===== config.mk =====
export PLATFORM = sky130hd
export DESIGN_NAME = t04_mem_access_unit_flat
export DESIGN_NICKNAME = d
export VERILOG_FILES = /design/src/rtl/t04_mau_if.sv /design/src/rtl/t04_mem_access_unit.sv /design/src/flat_wrapper.sv
export SDC_FILE = /design/constraint.sdc
export NUM_CORES = 1
export LEC_CHECK = 0
export BUFFER_PORTS_ARGS = -buffer_cell sky130_fd_sc_hd__buf_4
export CORE_ASPECT_RATIO = 0.8
export CORE_MARGIN = 3
export CORE_UTILIZATION = 52
export CTS_BUF_LIST = sky130_fd_sc_hd__clkbuf_16
export DETAILED_ROUTE_END_ITERATION = 10
export GPL_TIMING_DRIVEN = 0
export PLACE_DENSITY_LB_ADDON = 0.1
export SYNTH_ARGS = -nofsm -noshare
export SYNTH_HDL_FRONTEND = slang
export SYNTH_SLANG_ARGS = --single-unit

===== constraint.sdc =====
create_clock -name clk -period 7.48 [get_ports clk]
set_clock_uncertainty 0.05 [all_clocks]
set_input_delay 1.122 -clock clk [delete_from_list [all_inputs] [get_ports clk]]
set_output_delay 1.122 -clock clk [all_outputs]
set_load 0.01 [all_outputs]

===== src/rtl/t04_mau_if.sv =====
// Core/bus handshake bundle for t04_mem_access_unit.
// The unit binds to the slave modport; the core/bus side uses master.
interface t04_mau_if #(
   parameter int XLEN = 32
);
   logic            i_req;
   logic [XLEN-1:0] pc;
   logic            d_read;
   logic            d_write;
   logic [2:0]      d_funct3;
   logic [XLEN-1:0] d_addr;
   logic [XLEN-1:0] d_wdata;
   logic            i_ack;
   logic            d_ack;
   logic [31:0]     instruction;
   logic [XLEN-1:0] memload;
   logic [XLEN-1:0] final_address;
   logic [XLEN-1:0] mem_store;
   logic [3:0]      mem_sel;
   logic            mem_read;
   logic            mem_write;
   logic [31:0]     instr_out;
   logic [XLEN-1:0] load_data;
   logic            Freeze;
   logic            misaligned;
   logic            bus_error;

   modport slave (
      input  i_req, pc, d_read, d_write, d_funct3, d_addr, d_wdata,
      input  i_ack, d_ack, instruction, memload,
      output final_address, mem_store, mem_sel, mem_read, mem_write,
      output instr_out, load_data, Freeze, misaligned, bus_error
   );

   modport master (
      output i_req, pc, d_read, d_write, d_funct3, d_addr, d_wdata,
      output i_ack, d_ack, instruction, memload,
      input  final_address, mem_store, mem_sel, mem_read, mem_write,
      input  instr_out, load_data, Freeze, misaligned, bus_error
   );
endinterface


===== src/rtl/t04_mem_access_unit.sv =====
// Fetch/data arbiter onto one shared bus with byte/half lane steering and extension.
// Optional ack timeout enabled by defining T04_MAU_TIMEOUT_EN.
module t04_mem_access_unit #(
   parameter int          XLEN      = 32,
   parameter int          TIMEOUT   = 255,
   parameter logic [31:0] NOP_INSTR = 32'h00000013
) (
   input logic       clk,
   input logic       rst,
   t04_mau_if.slave  bus
);
   if (XLEN != 32) begin : g_xlen_check
      $error("t04_mem_access_unit supports only XLEN = 32");
   end
   if (TIMEOUT < 1 || TIMEOUT > 255) begin : g_timeout_check
      $error("t04_mem_access_unit TIMEOUT must be 1..255");
   end

   typedef enum logic [1:0] {IDLE, I_WAIT, D_WAIT, RESP} state_t;

   state_t          state_q, state_d;
   logic [31:0]     instr_q, instr_d;
   logic [XLEN-1:0] load_q, load_d;
   logic [XLEN-1:0] addr_q, addr_d;
   logic [XLEN-1:0] store_q, store_d;
   logic [3:0]      sel_q, sel_d;
   logic [2:0]      f3_q, f3_d;
   logic            wr_q, wr_d;
   logic            d_req, fault;

   function automatic logic access_ok(input logic [2:0] f3, input logic wr,
                                      input logic [1:0] off);
      logic ok;
      case (f3)
         3'b000:  ok = 1'b1;
         3'b001:  ok = ~off[0];
         3'b010:  ok = (off == 2'b00);
         3'b100:  ok = ~wr;
         3'b101:  ok = ~wr & ~off[0];
         default: ok = 1'b0;
      endcase
      return ok;
   endfunction

   function automatic logic [3:0] sel_of(input logic [2:0] f3, input logic [1:0] off);
      logic [3:0] s;
      case (f3[1:0])
         2'b00:   s = 4'b0001 << off;
         2'b01:   s = 4'b0011 << off;
         default: s = 4'b1111;
      endcase
      return s;
   endfunction

   function automatic logic [XLEN-1:0] steer_store(input logic [XLEN-1:0] wdata,
                                                   input logic [3:0] sel,
                                                   input logic [1:0] off);
      logic [XLEN-1:0] sh;
      logic [XLEN-1:0] r;
      sh = wdata << {off, 3'b000};
      for (int i = 0; i < 4; i++) begin
         r[8*i +: 8] = sel[i] ? sh[8*i +: 8] : 8'h00;
      end
      return r;
   endfunction

   function automatic logic [XLEN-1:0] extend_load(input logic [XLEN-1:0] word,
                                                   input logic [2:0] f3,
                                                   input logic [1:0] off);
      logic [XLEN-1:0] sh;
      logic [XLEN-1:0] r;
      sh = word >> {off, 3'b000};
      case (f3)
         3'b000:  r = {{24{sh[7]}}, sh[7:0]};
         3'b001:  r = {{16{sh[15]}}, sh[15:0]};
         3'b100:  r = {24'h000000, sh[7:0]};
         3'b101:  r = {16'h0000, sh[15:0]};
         default: r = sh;
      endcase
      return r;
   endfunction

   assign d_req = bus.d_read | bus.d_write;
   assign fault = d_req & ~access_ok(bus.d_funct3, bus.d_write, bus.d_addr[1:0]);

`ifdef T04_MAU_TIMEOUT_EN
   logic [7:0] cnt_q, cnt_d;
   logic       timeout_hit;
`endif

   always_comb begin
      state_d = state_q;
      instr_d = instr_q;
      load_d  = load_q;
      addr_d  = addr_q;
      store_d = store_q;
      sel_d   = sel_q;
      f3_d    = f3_q;
      wr_d    = wr_q;
`ifdef T04_MAU_TIMEOUT_EN
      cnt_d       = cnt_q;
      timeout_hit = 1'b0;
`endif
      case (state_q)
         IDLE: begin
`ifdef T04_MAU_TIMEOUT_EN
            cnt_d = 8'd0;
`endif
            // Data wins: it belongs to the instruction already in instr_out.
            if (d_req) begin
               if (fault) begin
                  load_d  = '0;
                  state_d = RESP;
               end else begin
                  addr_d  = bus.d_addr;
                  sel_d   = sel_of(bus.d_funct3, bus.d_addr[1:0]);
                  store_d = bus.d_write ? steer_store(bus.d_wdata,
                               sel_of(bus.d_funct3, bus.d_addr[1:0]), bus.d_addr[1:0]) : '0;
                  f3_d    = bus.d_funct3;
                  wr_d    = bus.d_write;
                  state_d = D_WAIT;
               end
            end else if (bus.i_req) begin
               addr_d  = bus.pc;
               state_d = I_WAIT;
            end
         end
         I_WAIT: begin
            if (bus.i_ack) begin
               instr_d = bus.instruction;
               state_d = RESP;
            end
`ifdef T04_MAU_TIMEOUT_EN
            else if (cnt_q == 8'(TIMEOUT - 1)) begin
               timeout_hit = 1'b1;
               instr_d     = NOP_INSTR;
               state_d     = RESP;
            end else begin
               cnt_d = cnt_q + 8'd1;
            end
`endif
         end
         D_WAIT: begin
            if (bus.d_ack) begin
               if (!wr_q) load_d = extend_load(bus.memload, f3_q, addr_q[1:0]);
               state_d = RESP;
            end
`ifdef T04_MAU_TIMEOUT_EN
            else if (cnt_q == 8'(TIMEOUT - 1)) begin
               timeout_hit = 1'b1;
               if (!wr_q) load_d = '0;
               state_d = RESP;
            end else begin
               cnt_d = cnt_q + 8'd1;
            end
`endif
         end
         default: state_d = IDLE;
      endcase
   end

   always_ff @(posedge clk or posedge rst) begin
      if (rst) begin
         state_q <= IDLE;
         instr_q <= NOP_INSTR;
         load_q  <= '0;
      end else begin
         state_q <= state_d;
         instr_q <= instr_d;
         load_q  <= load_d;
      end
   end

   // Latched request fields only reach the bus through state gating, so no reset.
   always_ff @(posedge clk) begin
      addr_q  <= addr_d;
      store_q <= store_d;
      sel_q   <= sel_d;
      f3_q    <= f3_d;
      wr_q    <= wr_d;
   end

`ifdef T04_MAU_TIMEOUT_EN
   always_ff @(posedge clk or posedge rst) begin
      if (rst) cnt_q <= 8'd0;
      else     cnt_q <= cnt_d;
   end
   assign bus.bus_error = timeout_hit;
`else
   assign bus.bus_error = 1'b0;
`endif

   assign bus.mem_read      = (state_q == I_WAIT) | ((state_q == D_WAIT) & ~wr_q);
   assign bus.mem_write     = (state_q == D_WAIT) & wr_q;
   assign bus.mem_sel       = (state_q == I_WAIT) ? 4'b1111 :
                              (state_q == D_WAIT) ? sel_q : 4'b0000;
   assign bus.mem_store     = (state_q == D_WAIT) ? store_q : '0;
   assign bus.final_address = (state_q == I_WAIT || state_q == D_WAIT) ?
                              {addr_q[XLEN-1:2], 2'b00} : '0;
   assign bus.instr_out     = instr_q;
   assign bus.load_data     = load_q;
   assign bus.misaligned    = (state_q == IDLE) & fault;
   assign bus.Freeze        = ((state_q == IDLE) & (d_req | bus.i_req)) |
                              (state_q == I_WAIT) | (state_q == D_WAIT);
endmodule


===== src/flat_wrapper.sv =====
// flat-port wrapper written by rule: the top's interface ports become plain ports
module t04_mem_access_unit_flat 
#(
   parameter int          XLEN      = 32,
   parameter int          TIMEOUT   = 255,
   parameter logic [31:0] NOP_INSTR = 32'h00000013
)
  (clk, rst, bus_i_req, bus_pc, bus_d_read, bus_d_write, bus_d_funct3, bus_d_addr, bus_d_wdata, bus_i_ack, bus_d_ack, bus_instruction, bus_memload, bus_final_address, bus_mem_store, bus_mem_sel, bus_mem_read, bus_mem_write, bus_instr_out, bus_load_data, bus_Freeze, bus_misaligned, bus_bus_error);
  t04_mau_if #(.XLEN(XLEN)) bus_i ();
  input logic clk;
  input logic rst;
  input wire logic [$bits(bus_i.i_req)-1:0] bus_i_req;
  input wire logic [$bits(bus_i.pc)-1:0] bus_pc;
  input wire logic [$bits(bus_i.d_read)-1:0] bus_d_read;
  input wire logic [$bits(bus_i.d_write)-1:0] bus_d_write;
  input wire logic [$bits(bus_i.d_funct3)-1:0] bus_d_funct3;
  input wire logic [$bits(bus_i.d_addr)-1:0] bus_d_addr;
  input wire logic [$bits(bus_i.d_wdata)-1:0] bus_d_wdata;
  input wire logic [$bits(bus_i.i_ack)-1:0] bus_i_ack;
  input wire logic [$bits(bus_i.d_ack)-1:0] bus_d_ack;
  input wire logic [$bits(bus_i.instruction)-1:0] bus_instruction;
  input wire logic [$bits(bus_i.memload)-1:0] bus_memload;
  output wire logic [$bits(bus_i.final_address)-1:0] bus_final_address;
  output wire logic [$bits(bus_i.mem_store)-1:0] bus_mem_store;
  output wire logic [$bits(bus_i.mem_sel)-1:0] bus_mem_sel;
  output wire logic [$bits(bus_i.mem_read)-1:0] bus_mem_read;
  output wire logic [$bits(bus_i.mem_write)-1:0] bus_mem_write;
  output wire logic [$bits(bus_i.instr_out)-1:0] bus_instr_out;
  output wire logic [$bits(bus_i.load_data)-1:0] bus_load_data;
  output wire logic [$bits(bus_i.Freeze)-1:0] bus_Freeze;
  output wire logic [$bits(bus_i.misaligned)-1:0] bus_misaligned;
  output wire logic [$bits(bus_i.bus_error)-1:0] bus_bus_error;
  assign bus_i.i_req = bus_i_req;
  assign bus_i.pc = bus_pc;
  assign bus_i.d_read = bus_d_read;
  assign bus_i.d_write = bus_d_write;
  assign bus_i.d_funct3 = bus_d_funct3;
  assign bus_i.d_addr = bus_d_addr;
  assign bus_i.d_wdata = bus_d_wdata;
  assign bus_i.i_ack = bus_i_ack;
  assign bus_i.d_ack = bus_d_ack;
  assign bus_i.instruction = bus_instruction;
  assign bus_i.memload = bus_memload;
  assign bus_final_address = bus_i.final_address;
  assign bus_mem_store = bus_i.mem_store;
  assign bus_mem_sel = bus_i.mem_sel;
  assign bus_mem_read = bus_i.mem_read;
  assign bus_mem_write = bus_i.mem_write;
  assign bus_instr_out = bus_i.instr_out;
  assign bus_load_data = bus_i.load_data;
  assign bus_Freeze = bus_i.Freeze;
  assign bus_misaligned = bus_i.misaligned;
  assign bus_bus_error = bus_i.bus_error;
  t04_mem_access_unit #(.XLEN(XLEN), .TIMEOUT(TIMEOUT), .NOP_INSTR(NOP_INSTR)) u_core (.clk(clk), .rst(rst), .bus(bus_i));
endmodule

# After elaboration in Yosys (flattened, before gate mapping)
# Cells that the tools add are included.
# Widths: inputs -> output; s select.
# totals
reg_bits	138
in_bits	170
elab_cells	89
# classes
n_eq_ne	17
shift	4
muxes	24
bitwise	16
reduce_logical	17
# ops
op	count
$mux 32	9
$pmux 32 s4	1
$pmux 32 s2	1
$shl 32x5->32	1
$shr 32x5->32	1
$mux 4	5
$eq 3x3->1 const B	4
$reduce_and 2->1	5
$reduce_and 3->1	3
$mux 2	4
$ne 2x2->1 const B	4
$pmux 4 s2	1
$and 1x1->1	6
$eq 3x1->1 const B	2
$logic_not 2->1	3
$logic_not 3->1	2
$pmux 2 s3	1
$not 1->1	5
$or 1x1->1	5
$pmux 1 s5	1
$reduce_and 5->1	1
$eq 2x1->1 const B	2
$ne 2x1->1 const B	2
$reduce_bool 2->1	2
7 further kinds	7

# Longest topological paths before layout
# Gate-level depths: netlist of the first run.
# logic_depth
ltp_word	9
mapped_depth	9
depth_no_buf	6

# Least setup slack after synthesis of the first run
# No wires, ideal clock.
# synth_timing
path_kind	input to register
startpoint	input port bus_d_addr[0]
endpoint	register u_core.f3_q[0] (enable)
t_arrival_ns	3.821
setup_slack_ns	3.159
path_stages	3
cell_sequence	buf_2 or4_1 a21oi_1
# synth_between
elab_chain_cells	7
elab_cells_between_ends	8
cone_classes	mux: 1; bitwise: 5; reduce/logical: 2
# synth_lines
item	line_no	text
from (decl)	flat_wrapper.sv:17	input wire logic [$bits(bus_i.d_addr)-1:0] bus_d_addr;
$not 1->1	t04_mem_access_unit.sv:36, t04_mem_access_unit.sv:39	
$and 1x1->1	t04_mem_access_unit.sv:39	3'b101: ok = ~wr & ~off[0];
$pmux 1 s5 (*)	t04_mem_access_unit.sv:34	case (f3)
$not 1->1 (*)	t04_mem_access_unit.sv:84	assign fault = d_req & ~access_ok(bus.d_funct3, bus.d_write, bus.d_addr[1:0]);
$and 1x1->1 (*)	t04_mem_access_unit.sv:84	
$not 1->1 (no line) (*)	--	
$reduce_and 3->1 (no line) (*)	--	
to (signal assigned)	t04_mem_access_unit.sv:179	f3_q <= f3_d;
to (decl)	t04_mem_access_unit.sv:27	logic [2:0] f3_q, f3_d;
# Mark *: on every way between the ends. The rest lies on a longest branch, timed or not.
# A chain may end at the register's enable or synchronous reset.

# Worst setup path after layout of the first run
# layout_timing
startpoint	input port bus_d_write
endpoint	output port bus_Freeze
# layout_between
elab_chain_cells	5
# layout_lines
item	line_no	text
from (decl)	flat_wrapper.sv:15	input wire logic [$bits(bus_i.d_write)-1:0] bus_d_write;
$or 1x1->1	t04_mem_access_unit.sv:83	assign d_req = bus.d_read | bus.d_write;
$or 1x1->1	t04_mem_access_unit.sv:203	assign bus.Freeze = ((state_q == IDLE) & (d_req | bus.i_req)) |
$and 1x1->1	t04_mem_access_unit.sv:203	
$or 1x1->1	t04_mem_access_unit.sv:203	
$or 1x1->1	t04_mem_access_unit.sv:204	(state_q == I_WAIT) | (state_q == D_WAIT);
to (decl)	flat_wrapper.sv:30	output wire logic [$bits(bus_i.Freeze)-1:0] bus_Freeze;
# No other way between the ends.

==> results of run 1 <==
[state kept, by name (all words and copies together) (netlist names)]
signal / cells
u_core.bus.instr_out: 32
u_core.state_q: 2
u_core.addr_q: 32
u_core.f3_q: 3
u_core.wr_q: 1
u_core.sel_q: 4
u_core.bus.load_data: 32
u_core.store_q: 32
[worst min-delay path by stage]
| stage | from | endpoint | slack [ns] | depth (start not counted) |
|---|---|---|---|---|
| 3_3_place_gp | u_core.bus.instr_out[30] | u_core.bus.instr_out[30] | 0.44 | 1 |
| 5_1_grt | u_core.bus.instr_out[14] | u_core.bus.instr_out[14] | 0.47 | 1 |
| 2_1_floorplan | u_core.state_q[1] | u_core.state_q[1] | 0.45 | 2 |
| 3_5_place_dp | u_core.bus.instr_out[12] | u_core.bus.instr_out[12] | 0.44 | 1 |
| 4_1_cts | u_core.bus.instr_out[12] | u_core.bus.instr_out[12] | 0.46 | 1 |
| 6_report | u_core.bus.instr_out[12] | u_core.bus.instr_out[12] | 0.45 | 1 |
[metrics by stage]
step / cell area [µm²] / worst slack, ns / util [%]
5_1_grt: 10400 / 3.47 / 78.7
6_report: 10400 / 3.56 / 78.7
2_1_floorplan: 7220 / 3.16 / -
3_3_place_gp: 9710 / 2.23 / 73.6
3_5_place_dp: 9800 / 3.56 / 74.3
4_1_cts: 10400 / 3.56 / 78.7
[cells by family after synthesis]
kind of cell / after synthesis / synth area share (%)
XOR/XNOR: 1 / 0.121
buffers and inverters: 59 / 3.76
flip-flops: 138 / 52.9
AO/OA/AOI/OAI: 124 / 11.7
adder cells (fa/ha/maj): 4 / 0.694
AND/OR/NAND/NOR: 284 / 19.7
other: 1 / 0.0520
multiplexers: 75 / 11.1
[critical path, cell delays in order]
cell and delay (ns):
sky130_fd_sc_hd__buf_4 0.11, sky130_fd_sc_hd__buf_4 0.16, sky130_fd_sc_hd__or2_2 0.30, sky130_fd_sc_hd__clkbuf_1 0.25
sky130_fd_sc_hd__o21ai_0 0.48, sky130_fd_sc_hd__nand3_1 0.14, sky130_fd_sc_hd__buf_4 0.19
[report_power, final]
| part | internal (mW) | switching [mW] |
|---|---|---|
| sequential | 1.02 | 0.0899 |
| clock | 0.484 | 0.351 |
| combinational | 0.754 | 0.816 |
[layer usage]
metal	share of wire [%]	routed length, µm	GRT usage (%)	vias up
met5	0	0	0	-
met4	1.4	321	7.04	0
met3	11	2430	8.58	29
met2	50	11200	48.4	340
met1	37	8270	35.8	3109
li1	-	-	-	3075
[cell usage in the layout, fill, tap and decap left out, drive strengths merged, types with 10 or more instances in the layout]
master,n
clkbuf,49
dfrtp,63
a21oi,19
a211oi,16
o31ai,11
edfxtp,72
buf,327
nand2,128
and2,71
o211ai,17
nor2,29
inv,14
mux2,32
mux2i,42
o21ai,52
nand3b,10
[cell type report]
type                    count  area (µm²)
well taps                 175         219
clock buffers              18         450
plain buffers              53         249
multi-input cells         491        3160
repair buffers            305        2330
flip-flops and latches    138        3820
clock inverters            14         133
inverters                   6        22.5
fillers                   883        2810
==> results.txt, run 1 <==
The flow ran to the end, and the final reports show no timing, DRC or antenna violations. The number of sinks driven by the clock tree was 138. The endpoint identified for the worst register-to-register timing path is u_core.bus.load_data[1]. The proportion of register bits with asynchronous set or reset after synthesis was 47.8%. The top cell type by area accounts for 30.0% of the synthesized area.

The number of diodes added for antenna fixing was 0; the number of DRC violations after detailed-routing iteration 0 was 604. 307 I/O pins were placed. Among all flip-flop cells after synthesis, the most frequent one is sky130_fd_sc_hd__edfxtp_1. In this run the worst setup path begins at bus_d_write.

The area growth from synthesis to layout is 43.9%. Post-CTS timing repair inserted 0 buffers for setup. The number of max-cap violations came out at 0. Full die area: 15300 µm².

The synthesized netlist contains 50 unique library cells. After routing, the total negative slack on setup checks comes to 0 ns. After detailed routing, the number of remaining DRC violations is 0. TritonCTS built the clock tree.

The logs give 6.31 ns for the critical path required time and 16.9 mm for the placed wire-length estimate. Counting cells, the worst reg-to-reg path comes to 9. By count the netlist is led by sky130_fd_sc_hd__nand2_1, sky130_fd_sc_hd__edfxtp_1, sky130_fd_sc_hd__and2_1. The worst slack on hold paths is 0.455 ns, and the share of post-route cells with drive strength above 1 is 40.3%.

Total routing usage reported by global routing: 28.5%. The min-delay analysis places its worst path in the category reg2reg. Setup violations remaining at the end of the flow were counted as 0.

Counting flops with a built-in enable in the synthesized netlist gives 72. In this run the vertical extent of the chip is 111 µm. Post-synthesis sequential area ratio: 52.9%.

Clock-pin transition on the worst setup and hold timing paths: 0.06 ns. The total routed wirelength is 22.2 mm. The TritonCTS buffer count is 17, and the number of hold-repair buffers added at the cts stage is 0.

In this run the number of H-tree levels came out at 4. Largest area contributor in the netlist: sky130_fd_sc_hd__edfxtp_1. The via count of the first global-routing pass was 6494; the count of mapped cells out of synthesis was 686.

Entering global routing, the biggest net connects 40 pins. Synthesis inferred 138 register bits. The run gives 0 as the number of warnings issued by yosys.

Summing internal, switching and leakage power gives 3.52 mW. The critical path class was in2out. The via count was 6553; the setup slack on the worst flop-to-flop path was 5.15 ns. The logs give 0.41 ns for the clock latency on the worst-skew pair and 1168 for the number of cells in the design after placement. The number of buffers on the longest clock path was 2; the first-pass GRT wire length was 34.0 mm.

The worst pin sits at a relative slew slack of 40.6%. The count of nets after finishing was 1186. The run gives 54.7% as the starting density of the core. The cell chosen for the clock root was sky130_fd_sc_hd__clkbuf_16. In the final routed layout, each cell accounts on average for 18.5 µm. The peak clock frequency supported by timing was 255 MHz.

Following the worst setup path forward leads to its endpoint at bus_Freeze. The mean cell area of the mapped netlist is 10.5 µm², and the detailed-routing iteration count for the pre-antenna-repair pass is 6. The total count of max-transition violations in the final report was 0; the share of the clock period used by the worst path was 52.4%.

The standby leakage power came out at 4.79 nW. For the pin with the worst max-slew slack, the measured transition is 0.890 ns. The worst setup path is captured at an output port. The die is 138 µm wide. Setup repair after global routing left no endpoint under its margin.

Across the VDD grid, the largest voltage drop is 0.000218 V. In this run the standard cell core region covers 13200 µm². The final period demand of the worst path works out to 3.92 ns. The via density per instance is 5.46, and the remaining antenna violation count after routing is 0. Routability-driven placement finished with a final weighted congestion of 0.952. After global routing the overflow that remains totals 0.

Excluding fillers, the count of instances in the completed layout stands at 1200. The arrival time of the worst setup path came out at 2.75 ns. For the floorplan row count, the log shows 37. The run gives 0 as the final hold violation count. By area the synthesized netlist is led by sky130_fd_sc_hd__edfxtp_1, sky130_fd_sc_hd__dfrtp_1, sky130_fd_sc_hd__nand2_1. The tools report the worst reg2reg path startpoint as u_core.state_q[0]. The worst setup path is launched from an input pin. For this design the ratio of total power to cell area is 339 nW/µm².

In this run the worst path has a maximum fanout of 10. After synthesis the cells add up to 7220 µm². The initial antenna violation count was 0. The most frequently used cell type in the post-synthesis netlist was sky130_fd_sc_hd__nand2_1.

Buffers placed on the I/O ports in this run total 302. Post-CTS repair changed the size of 0 cells.
No activity file was read; power rests on OpenSTA's default activity.
==> inputs of run 2 (changes only) <==
--- a/config.mk
+++ b/config.mk
@@ -5,10 +5,11 @@
 export SDC_FILE = /design/constraint.sdc
 export NUM_CORES = 1
 export LEC_CHECK = 0
+export ABC_AREA = 1
 export BUFFER_PORTS_ARGS = -buffer_cell sky130_fd_sc_hd__buf_4
 export CORE_ASPECT_RATIO = 0.8
 export CORE_MARGIN = 3
-export CORE_UTILIZATION = 52
+export CORE_UTILIZATION = 49
 export CTS_BUF_LIST = sky130_fd_sc_hd__clkbuf_16
 export DETAILED_ROUTE_END_ITERATION = 10
 export GPL_TIMING_DRIVEN = 0
==> constraint.sdc (replaced) <==
create_clock -name clk -period 3.9 [get_ports clk]
set_clock_uncertainty 0.05 [all_clocks]
set_input_delay 0.585 -clock clk [delete_from_list [all_inputs] [get_ports clk]]
set_output_delay 0.585 -clock clk [all_outputs]
set_load 0.01 [all_outputs]
==> results.txt, run 2 <==
The flow ran to the end, and the final reports show no timing, DRC or antenna violations. For the maximum number of pins on one net before global-route repair, the log shows 43 (was 40). The clock-pin transition on the worst setup and hold timing paths came out at 0.05 ns (was 0.06 ns). The number of diodes added for antenna fixing was 0 (unchanged); the number of sinks driven by the clock tree was 138 (unchanged). The highest ir drop seen on vdd came out at 0.000402 V (was 0.000218 V).

The dominant delay contributor by cell family on the critical path is buffers and inverters (unchanged). The via density per instance works out to 5.02 (was 5.46). The cell chosen for the clock root is sky130_fd_sc_hd__clkbuf_16 (unchanged). The mean cell area of the mapped netlist was 8.62 µm² (was 10.5 µm²); the area share of the largest cell type after synthesis was 28.9% (was 30.0%). The run gives 307 (unchanged) as the count of boundary I/O pins. Main combinational cell family by area after synthesis: simple AND/OR/NAND/NOR gates (unchanged).

The number of distinct standard cells referenced by the synthesized netlist is 32 (was 50). The full die area was 16800 µm² (was 15300 µm²). The standard cell with the maximum stage delay on the critical path is sky130_fd_sc_hd__clkbuf_1 (was sky130_fd_sc_hd__o21ai_0). The area of the mapped netlist came out at 7470 µm² (was 7220 µm²). Number of hold-repair buffers added at the cts stage: 0 (unchanged). The simple-gate share of the synthesized area came out at 21.0% (was 19.7%).

The worst slack on hold paths came out at 0.180 ns (was 0.455 ns). The tools report the final hold violation count as 0 (unchanged). The maximum level of the CTS H-tree came out at 4 (unchanged).

The proportion of register bits with asynchronous set or reset after synthesis is 47.8% (unchanged), and the number of design rule violations left after detail routing is 0 (unchanged). Final number of setup-violating endpoints: 0 (unchanged). The compound-gate portion of the synthesized area is 11.7% (about the same). The run gives 363 MHz as the peak clock frequency supported by timing. The chip width is 144 µm (was 138 µm), and the remaining antenna violation count after routing is 0 (unchanged). The logs give 2.12 ns (was 2.75 ns) for the arrival time of the worst setup path and 3.26 ns (was 6.31 ns) for the critical path required time. The leading cell type in the layout, fill and taps excluded was sky130_fd_sc_hd__nand2_1 (was sky130_fd_sc_hd__buf_4).

Largest area contributor in the netlist: sky130_fd_sc_hd__edfxtp_1 (unchanged). The total design power came out at 7.26 mW (was 3.52 mW). The worst path in the final design needs a cycle of 2.76 ns, including I/O delays and setup. Ranking of synthesized cells by instance count: sky130_fd_sc_hd__nand2_1, sky130_fd_sc_hd__inv_1, sky130_fd_sc_hd__edfxtp_1 (was sky130_fd_sc_hd__nand2_1, sky130_fd_sc_hd__edfxtp_1, sky130_fd_sc_hd__and2_1). The most common flop cell mapped by yosys was sky130_fd_sc_hd__edfxtp_1 (unchanged). The delay contributed by the slowest stage of the critical path was 0.46 ns (was 0.48 ns); the final global-route overflow total was 0 (unchanged). The share of synthesized area spent on multiplexers is 5.36% (was 11.1%). The area added between synthesis and finish is 41.9% (was 43.9%), and the chip height is 116 µm (was 111 µm). The count of buffers added by post-CTS timing repair for setup was 0 (unchanged); the TritonCTS buffer count was 17 (unchanged). The post-route worst setup slack is 1.14 ns (was 3.56 ns). The post-CTS resize count was 0 (unchanged); the number of DRC violations after detailed-routing iteration 0 was 542 (was 604).

The standby leakage power came out at 5.58 nW (was 4.79 nW). The tools report the number of buffers on the longest clock path as 2 (unchanged). The via count was 6973 (was 6553); the post-synthesis share of cell area spent on full adders, half adders and majority gates was 0.670% (was 0.693%). The detailed-routing iteration count for the pre-antenna-repair pass was 5 (was 6); the depth of the worst register-to-register path was 10 (was 9). Most area-consuming cells after synthesis: sky130_fd_sc_hd__edfxtp_1, sky130_fd_sc_hd__dfrtp_1, sky130_fd_sc_hd__nand2_1 (unchanged).

Nature of the critical path endpoint: an output port (unchanged). The number of warnings issued by yosys is 0 (unchanged). Pre-CTS setup slack: 1.33 ns (was 3.56 ns).

The total of flip-flops plus latches after synthesis was 138 (unchanged); the total count of max-transition violations in the final report was 0 (unchanged). The per-cell routed wire length is 15.7 µm (was 18.5 µm), and the clock latency on the worst-skew pair is 0.41 ns (about the same). The count of mapped cells out of synthesis was 866 (was 686). The logs give 16.8 mm (was 16.9 mm) for the placed wire-length estimate and 0.908 (was 0.952) for the routability congestion estimate from global placement. The tools report the number of max-cap violations as 0 (unchanged). The critical path class is reg2out (was in2out). First-pass GRT wire length: 33.3 mm (was 34.0 mm). The tools report the post-synthesis sequential area ratio as 51.1% (was 52.9%). For the setup slack on the worst flop-to-flop path, the log shows 1.95 ns (was 5.15 ns). The tools report the worst reg2reg path startpoint as u_core.state_q[0] (unchanged). The run gives 6693 (was 6494) as the via count of the first global-routing pass.

The number of filler cells placed in the layout was 1142 (was 883); the share of post-route cells with drive strength above 1 was 37.0% (was 40.3%). The tools report the floorplan row count as 39 (was 37). The startpoint type of the worst setup path was a flip-flop (was an input pin). TritonCTS built the clock tree. The run gives 14600 µm² (was 13200 µm²) as the standard cell core area. The number of port buffers came out at 302 (unchanged). The maximum fanout encountered on the critical timing path was 10 (unchanged). The most frequently used cell type in the post-synthesis netlist is sky130_fd_sc_hd__nand2_1 (unchanged). The run gives 51.2% (was 54.7%) as the starting density of the core.

Most frequent cells in the layout: sky130_fd_sc_hd__nand2_1, sky130_fd_sc_hd__buf_4, sky130_fd_sc_hd__inv_1, sky130_fd_sc_hd__edfxtp_1, sky130_fd_sc_hd__dfrtp_1 (was sky130_fd_sc_hd__buf_4, sky130_fd_sc_hd__nand2_1, sky130_fd_sc_hd__edfxtp_1, sky130_fd_sc_hd__and2_1, sky130_fd_sc_hd__dfrtp_1). The count of buffering cells on the critical path with inverters included was 5 (was 4); the post-synthesis xor/xnor area fraction was 0% (was 0.121%). The worst path uses 70.7% of the clock period. The tools report the end of the worst register-to-register path as u_core.bus.load_data[17] (was u_core.bus.load_data[1]). The tools report the initial antenna violation count as 0 (unchanged).

The number of flops mapped to enable cells by yosys was 72 (unchanged). Cell-by-cell trace of the critical path: inv_1 > ha_1 > buf_4 > clkbuf_1 > nand2_1 > inv_1 > buf_4 (was buf_4 > buf_4 > or2_2 > clkbuf_1 > o21ai_0 > nand3_1 > buf_4). The count of nets after finishing was 1366 (was 1186). The total routed wirelength was 21.8 mm (was 22.2 mm). The type of the worst min-delay path is in2async (was reg2reg). The total routing usage reported by global routing is 25.5% (was 28.5%), and the cell area power density is 685 nW/µm² (was 339 nW/µm²). Setup repair after global routing left no endpoint under its margin.

The slew of the pin with the lowest slew margin was 0.564 ns (was 0.890 ns); the worst max-slew margin expressed relative to the limit was 62.4% (was 40.6%).
-- run 2: cell types whose count changed in the layout (fill, tap and decap cells not counted), moves of 10 or more --
cell	change
sky130_fd_sc_hd__and2_1	-71
sky130_fd_sc_hd__a21oi_1	+21
sky130_fd_sc_hd__nand3b_1	-10
sky130_fd_sc_hd__mux2i_1	-38
sky130_fd_sc_hd__inv_1	+95
sky130_fd_sc_hd__clkbuf_1	-14
sky130_fd_sc_hd__nand3_1	+15
sky130_fd_sc_hd__nand2_1	+202
sky130_fd_sc_hd__o21ai_2	+27
sky130_fd_sc_hd__o21ai_0	-17
-- run 2: cells by family (layout without fill, tap and decap cells) --
logic type      after synthesis  count (layout)
simple gates                395             395
buf+inv                     156             493
flops                       138             138
compound gates              136             136
mux                          36              36
fa+ha+maj                     4               4
other cells                   1               3
-- run 2: how the worst max path moves through the flow --
stage / startpoint / endpoint / cells past startpoint
2_1_floorplan: bus_d_addr[1] / u_core.f3_q[0] / 8
3_3_place_gp: bus_d_write / u_core.store_q[13] / 6
3_5_place_dp: bus_d_write / u_core.store_q[13] / 7
4_1_cts: u_core.state_q[0] / bus_mem_store[24] / 7
5_1_grt: u_core.state_q[0] / bus_mem_store[24] / 7
6_report: u_core.state_q[0] / bus_mem_store[24] / 7
-- run 2: layout make-up --
type                            count  area [µm²]  share of cell area [%]
Sequential cell                   138        3820                    36.0
Clock buffer                       18         450                    4.25
Inverter                          101         384                    3.62
Clock inverter                     14        90.1                   0.850
Multi-Input combinational cell    574        2920                    27.6
Buffer                             55         372                    3.51
Tap cell                          184         230                    2.17
Timing Repair Buffer              305        2330                    22.0
-- run 2: layer usage --
metal  part of all wire [%]  routed length [µm]  GRT usage (%)  up-vias
met3                     11                2420           9.29       45
met5                      0                   0              0        -
met2                     48               10500           41.7      360
li1                       -                   -              -     3435
met4                    2.5                 554           8.59        0
met1                     38                8240           31.7     3133
-- run 2: where the power goes --
group	internal [mW]	switching (mW)	total [mW]	leakage [nW]
Combinational	1.62	1.92	3.54	3.80
Clock	0.892	0.592	1.48	0.285
Sequential	2.03	0.206	2.23	1.49
Total	4.54	2.72	7.26	5.58
-- run 2: metrics by stage --
stage / setup TNS, ns / util [%] / instance area [µm²] / instances
3_5_place_dp: 0 / 68.9 / 10100 / 1357
3_3_place_gp: -14.60 / 68.4 / 9970 / 1354
4_1_cts: 0 / 72.7 / 10600 / 1389
6_report: 0 / 72.7 / 10600 / 1389
2_1_floorplan: 0 / - / 7480 / 868
5_1_grt: 0 / 72.7 / 10600 / 1389
